### src/rtl/cpa_rr_arbiter_if.sv
// Request/result bundle between the requesters, the shared CPA arbiter and the result consumer.
// slave: arbiter side. master: requester/consumer side.
interface cpa_rr_arbiter_if #(
  parameter int N   = 4,
  parameter int IDW = 2
);
  logic [N-1:0]    req_valid;
  logic [N-1:0]    req_ready;
  logic [N-1:0]    req_last;
  logic [N-1:0]    req_lmode;
  logic [32*N-1:0] req_a;
  logic [32*N-1:0] req_b;
  logic            out_valid;
  logic            out_ready;
  logic [31:0]     out_sum;
  logic            out_lmode;
  logic [IDW-1:0]  out_id;
  logic            out_last;
  logic            busy;

  modport slave (
    input  req_valid, req_last, req_lmode, req_a, req_b, out_ready,
    output req_ready, out_valid, out_sum, out_lmode, out_id, out_last, busy
  );

  modport master (
    output req_valid, req_last, req_lmode, req_a, req_b, out_ready,
    input  req_ready, out_valid, out_sum, out_lmode, out_id, out_last, busy
  );
endinterface

### src/rtl/cpa_rr_arbiter.sv
// Round-robin arbiter sharing one lane-splittable 32/16-bit carry-propagate adder among N requesters.
// Bursts lock the adder to one requester until their last beat; the result leaves through one output register.
//
//   state     | meaning
//   ----------+-------------------------------------------------------------
//   ST_IDLE   | round-robin search from r_rr_ptr, wrapping N-1 -> 0
//   ST_LOCKED | only r_lock_id may be served; its missing beats are bubbles
module cpa_rr_arbiter #(
  parameter int N   = 4,
  parameter int IDW = $clog2(N)
) (
  input logic            clk,
  input logic            rst_n,
  cpa_rr_arbiter_if.slave bus
);

  typedef enum logic {ST_IDLE = 1'b0, ST_LOCKED = 1'b1} state_t;

  localparam logic [IDW-1:0] L_LAST_ID = IDW'(N - 1);

  state_t         r_state, w_state_nxt;
  logic [IDW-1:0] r_rr_ptr, w_rr_ptr_nxt;
  logic [IDW-1:0] r_lock_id, w_lock_id_nxt;

  logic           r_out_valid;
  logic [31:0]    r_out_sum;
  logic           r_out_lmode;
  logic [IDW-1:0] r_out_id;
  logic           r_out_last;

  logic           w_lo_any, w_hi_any;
  logic [IDW-1:0] w_lo_id, w_hi_id;
  logic           w_cand_ok;
  logic [IDW-1:0] w_cand_id;
  logic [31:0]    w_a, w_b;
  logic           w_lmode, w_last;
  logic [16:0]    w_sum_lo;
  logic           w_carry_mid;
  logic [15:0]    w_sum_hi;
  logic           w_can_take, w_accept;
  logic [N-1:0]   w_ready;

  function automatic logic [IDW-1:0] inc_mod(input logic [IDW-1:0] x);
    if (x == L_LAST_ID) return '0;
    return x + 1'b1;
  endfunction

  // Lowest valid at or above the pointer wins; otherwise wrap to the lowest valid overall.
  always_comb begin
    w_lo_any = 1'b0;
    w_lo_id  = '0;
    w_hi_any = 1'b0;
    w_hi_id  = '0;
    for (int k = N - 1; k >= 0; k--) begin
      if (bus.req_valid[k]) begin
        w_lo_any = 1'b1;
        w_lo_id  = IDW'(k);
        if (IDW'(k) >= r_rr_ptr) begin
          w_hi_any = 1'b1;
          w_hi_id  = IDW'(k);
        end
      end
    end
  end

  always_comb begin
    if (r_state == ST_LOCKED) begin
      w_cand_id = r_lock_id;
      w_cand_ok = bus.req_valid[r_lock_id];
    end else begin
      w_cand_id = w_hi_any ? w_hi_id : w_lo_id;
      w_cand_ok = w_lo_any;
    end
  end

  always_comb begin
    w_a     = '0;
    w_b     = '0;
    w_lmode = 1'b0;
    w_last  = 1'b0;
    for (int k = 0; k < N; k++) begin
      if (w_cand_id == IDW'(k)) begin
        w_a     = bus.req_a[32*k +: 32];
        w_b     = bus.req_b[32*k +: 32];
        w_lmode = bus.req_lmode[k];
        w_last  = bus.req_last[k];
      end
    end
  end

  // Lane split: lmode=1 kills the carry from bit 15 into bit 16.
  assign w_sum_lo    = {1'b0, w_a[15:0]} + {1'b0, w_b[15:0]};
  assign w_carry_mid = w_sum_lo[16] & ~w_lmode;
  assign w_sum_hi    = w_a[31:16] + w_b[31:16] + {15'b0, w_carry_mid};

  // Gating with rst_n keeps req_ready low while the block is held in reset.
  assign w_can_take = rst_n & (~r_out_valid | bus.out_ready);
  assign w_accept   = w_cand_ok & w_can_take;

  always_comb begin
    w_ready = '0;
    if (w_accept) w_ready[w_cand_id] = 1'b1;
  end

  always_comb begin
    w_state_nxt   = r_state;
    w_rr_ptr_nxt  = r_rr_ptr;
    w_lock_id_nxt = r_lock_id;
    case (r_state)
      ST_IDLE: begin
        if (w_accept) begin
          if (w_last) begin
            w_rr_ptr_nxt = inc_mod(w_cand_id);
          end else begin
            w_state_nxt   = ST_LOCKED;
            w_lock_id_nxt = w_cand_id;
          end
        end
      end
      ST_LOCKED: begin
        if (w_accept && w_last) begin
          w_state_nxt  = ST_IDLE;
          w_rr_ptr_nxt = inc_mod(r_lock_id);
        end
      end
      default: w_state_nxt = ST_IDLE;
    endcase
  end

  always_ff @(posedge clk or negedge rst_n) begin
    if (!rst_n) begin
      r_state   <= ST_IDLE;
      r_rr_ptr  <= '0;
      r_lock_id <= '0;
    end else begin
      r_state   <= w_state_nxt;
      r_rr_ptr  <= w_rr_ptr_nxt;
      r_lock_id <= w_lock_id_nxt;
    end
  end

  always_ff @(posedge clk or negedge rst_n) begin
    if (!rst_n) begin
      r_out_valid <= 1'b0;
      r_out_sum   <= '0;
      r_out_lmode <= 1'b0;
      r_out_id    <= '0;
      r_out_last  <= 1'b0;
    end else if (w_accept) begin
      r_out_valid <= 1'b1;
      r_out_sum   <= {w_sum_hi, w_sum_lo[15:0]};
      r_out_lmode <= w_lmode;
      r_out_id    <= w_cand_id;
      r_out_last  <= w_last;
    end else if (bus.out_ready) begin
      r_out_valid <= 1'b0;
    end
  end

  assign bus.req_ready = w_ready;
  assign bus.out_valid = r_out_valid;
  assign bus.out_sum   = r_out_sum;
  assign bus.out_lmode = r_out_lmode;
  assign bus.out_id    = r_out_id;
  assign bus.out_last  = r_out_last;
  assign bus.busy      = (r_state == ST_LOCKED);

endmodule

### src/flat_wrapper.sv
// flat-port wrapper written by rule: the top's interface ports become plain ports
module cpa_rr_arbiter_flat 
#(
  parameter int N   = 4,
  parameter int IDW = $clog2(N)
)
  (clk, rst_n, bus_req_valid, bus_req_last, bus_req_lmode, bus_req_a, bus_req_b, bus_out_ready, bus_req_ready, bus_out_valid, bus_out_sum, bus_out_lmode, bus_out_id, bus_out_last, bus_busy);
  cpa_rr_arbiter_if #(.N(N), .IDW(IDW)) bus_i ();
  input logic clk;
  input logic rst_n;
  input wire logic [$bits(bus_i.req_valid)-1:0] bus_req_valid;
  input wire logic [$bits(bus_i.req_last)-1:0] bus_req_last;
  input wire logic [$bits(bus_i.req_lmode)-1:0] bus_req_lmode;
  input wire logic [$bits(bus_i.req_a)-1:0] bus_req_a;
  input wire logic [$bits(bus_i.req_b)-1:0] bus_req_b;
  input wire logic [$bits(bus_i.out_ready)-1:0] bus_out_ready;
  output wire logic [$bits(bus_i.req_ready)-1:0] bus_req_ready;
  output wire logic [$bits(bus_i.out_valid)-1:0] bus_out_valid;
  output wire logic [$bits(bus_i.out_sum)-1:0] bus_out_sum;
  output wire logic [$bits(bus_i.out_lmode)-1:0] bus_out_lmode;
  output wire logic [$bits(bus_i.out_id)-1:0] bus_out_id;
  output wire logic [$bits(bus_i.out_last)-1:0] bus_out_last;
  output wire logic [$bits(bus_i.busy)-1:0] bus_busy;
  assign bus_i.req_valid = bus_req_valid;
  assign bus_i.req_last = bus_req_last;
  assign bus_i.req_lmode = bus_req_lmode;
  assign bus_i.req_a = bus_req_a;
  assign bus_i.req_b = bus_req_b;
  assign bus_i.out_ready = bus_out_ready;
  assign bus_req_ready = bus_i.req_ready;
  assign bus_out_valid = bus_i.out_valid;
  assign bus_out_sum = bus_i.out_sum;
  assign bus_out_lmode = bus_i.out_lmode;
  assign bus_out_id = bus_i.out_id;
  assign bus_out_last = bus_i.out_last;
  assign bus_busy = bus_i.busy;
  cpa_rr_arbiter #(.N(N), .IDW(IDW)) u_core (.clk(clk), .rst_n(rst_n), .bus(bus_i));
endmodule
### config.mk
export PLATFORM = sky130hd
export DESIGN_NAME = cpa_rr_arbiter_flat
export DESIGN_NICKNAME = d
export VERILOG_FILES = /design/src/rtl/cpa_rr_arbiter_if.sv /design/src/rtl/cpa_rr_arbiter.sv /design/src/flat_wrapper.sv
export SDC_FILE = /design/constraint.sdc
export NUM_CORES = 1
export LEC_CHECK = 0
export CORE_MARGIN = 4
export CORE_UTILIZATION = 42
export CTS_CLUSTER_DIAMETER = 40
export DETAILED_ROUTE_END_ITERATION = 10
export GPL_TIMING_DRIVEN = 0
export PLACE_DENSITY_LB_ADDON = 0.05
export RECOVER_POWER = 50
export SLEW_MARGIN = 25
export SYNTH_ARGS = -nofsm -noshare
export SYNTH_HDL_FRONTEND = slang
export SYNTH_SLANG_ARGS = --single-unit
### constraint.sdc
create_clock -name clk -period 13.65 [get_ports clk]
set_input_delay 2.0475 -clock clk [delete_from_list [all_inputs] [get_ports clk]]
set_output_delay 2.0475 -clock clk [all_outputs]
set_load 0.005 [all_outputs]
==> qor.csv <==
stage,metric,value,unit
outcome,outcome,finished clean,
clock_network,path_clk_slew,0.06,ns
floorplanning,die_w,120,um
sta,fin_crit_sh,0.709,
clock_network,cts_hold_buf,0,
power,p_leak,0.00365,uW
power,combPwrFrac,0.853,
critical_path,start_kind,input pin,
floorplanning,io_pins,313,
global_route,met2_usage,0.540,
global_route,grt.total_usage,0.294,
sta,report.final.slew_viol_count,0,
power,powerDensity,281,nW/um^2
routing,via_count,7069,
synthesis,syn_area_per_cell,6.20,sq um
sta,fin_setup_tns,0,ns
placed_design,routabilityCongestion,0.941,
global_route,grt_util_met3,0.0688,
finish,final_common_cell,clkdlybuf4s50_1,
clock_network,htree_num_levels,2,
placed_design,hpwl,18800,um
synthesis,ys_ff_latch,42,
finish,fin_nets,1482,
routing,avgRoutedWirePerCell,16.7,um
synthesis,synth-edff-count,0,
clock_network,cts_tree,built,
floorplanning,fp.dieH,120,um
sta,setup_viol,0,
sta,clock_skew,0.00378,ns
critical_path,crit_path_max_fanout,10,
worst_hold_path,worstHoldStart,u_core.bus.out_sum[9]$_DFFE_PN0P_,
floorplanning,placementRows,40,
global_route,met1_usage,0.327,
routing,dr.pass1.iters,6,
floorplanning,dieArea,14500,sq um
clock_network,clockRootBuffer,clkbuf_16,
power,intPower,1150,uW
finish,drive_gt1_frac,0.0196,
clock_network,numCtsBuffers,5,
critical_path,cp-end-kind,flip-flop,
critical_path,crit_type,in -> reg,
sta,finalHoldViolations,0,
sta,rsz0062_at_grt,no,
routing,drt-total-wl,22400,um
worst_hold_path,min_path_type,reg -> reg,
synthesis,yosys.area_share.adder,0.0941,
synthesis,netlist_instances,853,
global_route,top_usage_layer,met2,
power,p_switching,1320,uW
synthesis,synthSimpleGateAreaFrac,0.269,
routing,ant_nets,0,
routing,post-route-drc-count,0,
global_route,grt_pass1_wl,34100,um
synthesis,async_flop_share,1.00,
synthesis,ys_warn_count,0,
global_route,overflow,0,
clock_network,clk_latency,0.28,ns
sta,max_freq,103,MHz
critical_path,crit_arrival,9.84,ns
synthesis,synthTopCellsByArea,"dfrtp_1 20%, a21oi_1 14%, nand2_1 13%, o21ai_0 10%, nor2_1 10%",
global_route,grt_max_degree,25,
sta,worst_slew_pin_slew,1.27,ns
synthesis,synth_fp_nets,1162,
critical_path,worstReg2RegStart,u_core.r_rr_ptr[1]$_DFFE_PN0P_,
synthesis,synth_ff_type,dfrtp_1,
job,max_cap_violations,0,
power,clockPowerShare,0.054,
synthesis,yosysSeqAreaShare,0.199,
synthesis,synth_cell_types,51,
clock_network,cts_setup_buffers,0,
finish,layout_common_cells,"290 x clkdlybuf4s50_1, 185 x nand2_1, 153 x a21oi_1",
power,ir_drop,146,uV
synthesis,synth_top_area_share,0.199,
sta,slew_headroom,0.155,
routing,viasPerCell,5.26,
global_route,grt_pass1_vias,6905,
synthesis,synth_xor_area_frac,0.0497,
synthesis,synth_top_family_by_area,compound AO/OA/AOI/OAI gates,
sta,layout_setup_ws,3.97,ns
synthesis,synth_compound_area_frac,0.318,
placed_design,io_buffers,312,
synthesis,syn_area,5290,sq um
sta,fin_crit,9.68,ns
clock_network,clkSinkCount,42,
critical_path,crit_start,bus_req_valid[1],
finish,syn2layout_area_growth,66.1,%
floorplanning,core_area,12200,sq um
clock_network,cts_resized,0,
floorplanning,start_util,0.435,
synthesis,synth.mux.area_fraction,0.0180,
placed_design,post-place-ws,3.88,ns
synthesis,yosys.area.top_type,dfrtp_1,
power,switching_share,0.534,
routing,drtIter0Drc,418,
critical_path,cp.required,13.81,ns
clock_network,clockBufferDepth,2,
global_route,grt_antenna_before_repair,1,
power,seqPwrFrac,0.093,
-- worst max-delay path: stages --
cell and delay [ns]:
clkdlybuf4s50_1 0.57, mux2i_1 0.11, a211o_1 0.34, o21ai_0 0.43, ha_1 0.31, clkbuf_1 0.63, clkbuf_1 0.65, nor2_1 0.11
a21oi_1 0.19, nor2_1 0.06, a21oi_1 0.12, o21ai_0 0.10, ha_1 0.27, fa_1 0.44, a211oi_1 0.33, o211ai_1 0.20
a31oi_1 0.28, a22oi_1 0.18, a211oi_1 0.26, nor2_1 0.09, fa_1 0.42, fa_1 0.42, a21o_1 0.20, a31o_1 0.25
a311o_1 0.32, o31ai_2 0.22, xor2_1 0.19, o21ai_1 0.08
-- cell usage after synthesis, drive strengths merged, types with 5 or more instances --
library cell	n
a211oi	7
a21o	7
a21oi	153
and2	7
buf	14
clkbuf	45
dfrtp	42
ha	35
inv	10
mux2i	5
nand2	185
nor2	142
nor3b	5
o211ai	5
o21a	5
o21ai	108
xnor2	14
xor2	16
-- worst paths after layout --
kind	endpoint	cells past startpoint	slack (ns)
min in group asynchronous	u_core.bus.out_id[0]$_DFFE_PN0P_	1	2.02
min reg2reg	u_core.bus.out_sum[9]$_DFFE_PN0P_	2	0.47
max reg2reg	u_core.bus.out_sum[30]$_DFFE_PN0P_	27	5.82
max	u_core.bus.out_sum[30]$_DFFE_PN0P_	28	3.97
min	u_core.bus.out_sum[9]$_DFFE_PN0P_	2	0.47
max in group asynchronous	u_core.bus.out_sum[15]$_DFFE_PN0P_	2	9.91
-- cells by family (layout without fill, tap and decap cells) --
logic type,count (synthesis),after routing
AOI/OAI and AO/OA,307,307
xor gates and xnor gates,30,30
adders and majority gates,38,38
buffers and inverters,69,390
DFF,42,42
muxes,9,9
other,0,1
and+or+nand+nor,358,358
-- flip-flops by register name, summed over array words and instances, names as in the netlist, named ones only --
signal,flops
u_core.bus.out_lmode,1
u_core.bus.out_valid,1
u_core.bus.out_last,1
u_core.bus.out_sum,32
u_core.r_lock_id,2
u_core.r_rr_ptr,2
u_core.bus.out_id,2
-- per-layer routing --
layer / wire length [um] / vias up
li1: - / 3563
met1: 8670 / 3177
met2: 11000 / 280
met3: 1910 / 49
met4: 894 / 0
met5: 0 / -
-- power by group through the flow --
| stage | Sequential, uW | Combinational (uW) | Clock (uW) |
|---|---|---|---|
| 3_3_place_gp | 229 | 2060 | 0 |
| 4_1_cts | 230 | 2100 | 134 |
| 3_5_place_dp | 232 | 2090 | 0 |
| 2_1_floorplan | 229 | 1470 | 0 |
| 5_1_grt | 235 | 2360 | 141 |
| 6_report | 228 | 2100 | 134 |
-- area by class of cell --
cell class              count  area [sq um]
plain buffers              59           240
repair buffers            313          3120
clock inverters             3          40.0
inverters                  10          37.5
fillers                  1132          3370
diodes                      1          2.50
clock buffers               5           125
well taps                 168           210
flip-flops and latches     42          1050
multi-input cells         742          3960
-- metrics by stage --
step | power (uW) | hold WS (ns) | cell area (sq um) | std cells | utilization
6_report | 2470 | 0.471 | 8790 | 1343 | 0.723
5_1_grt | 2730 | 0.504 | 8790 | 1343 | 0.723
4_1_cts | 2470 | 0.479 | 8810 | 1342 | 0.725
3_5_place_dp | 2320 | 0.465 | 8650 | 1334 | 0.711
3_3_place_gp | 2290 | 0.461 | 8620 | 1333 | 0.709
2_1_floorplan | 1700 | 0.470 | 5290 | 853 | -
Note: power is estimated with default switching activity, not from simulation.
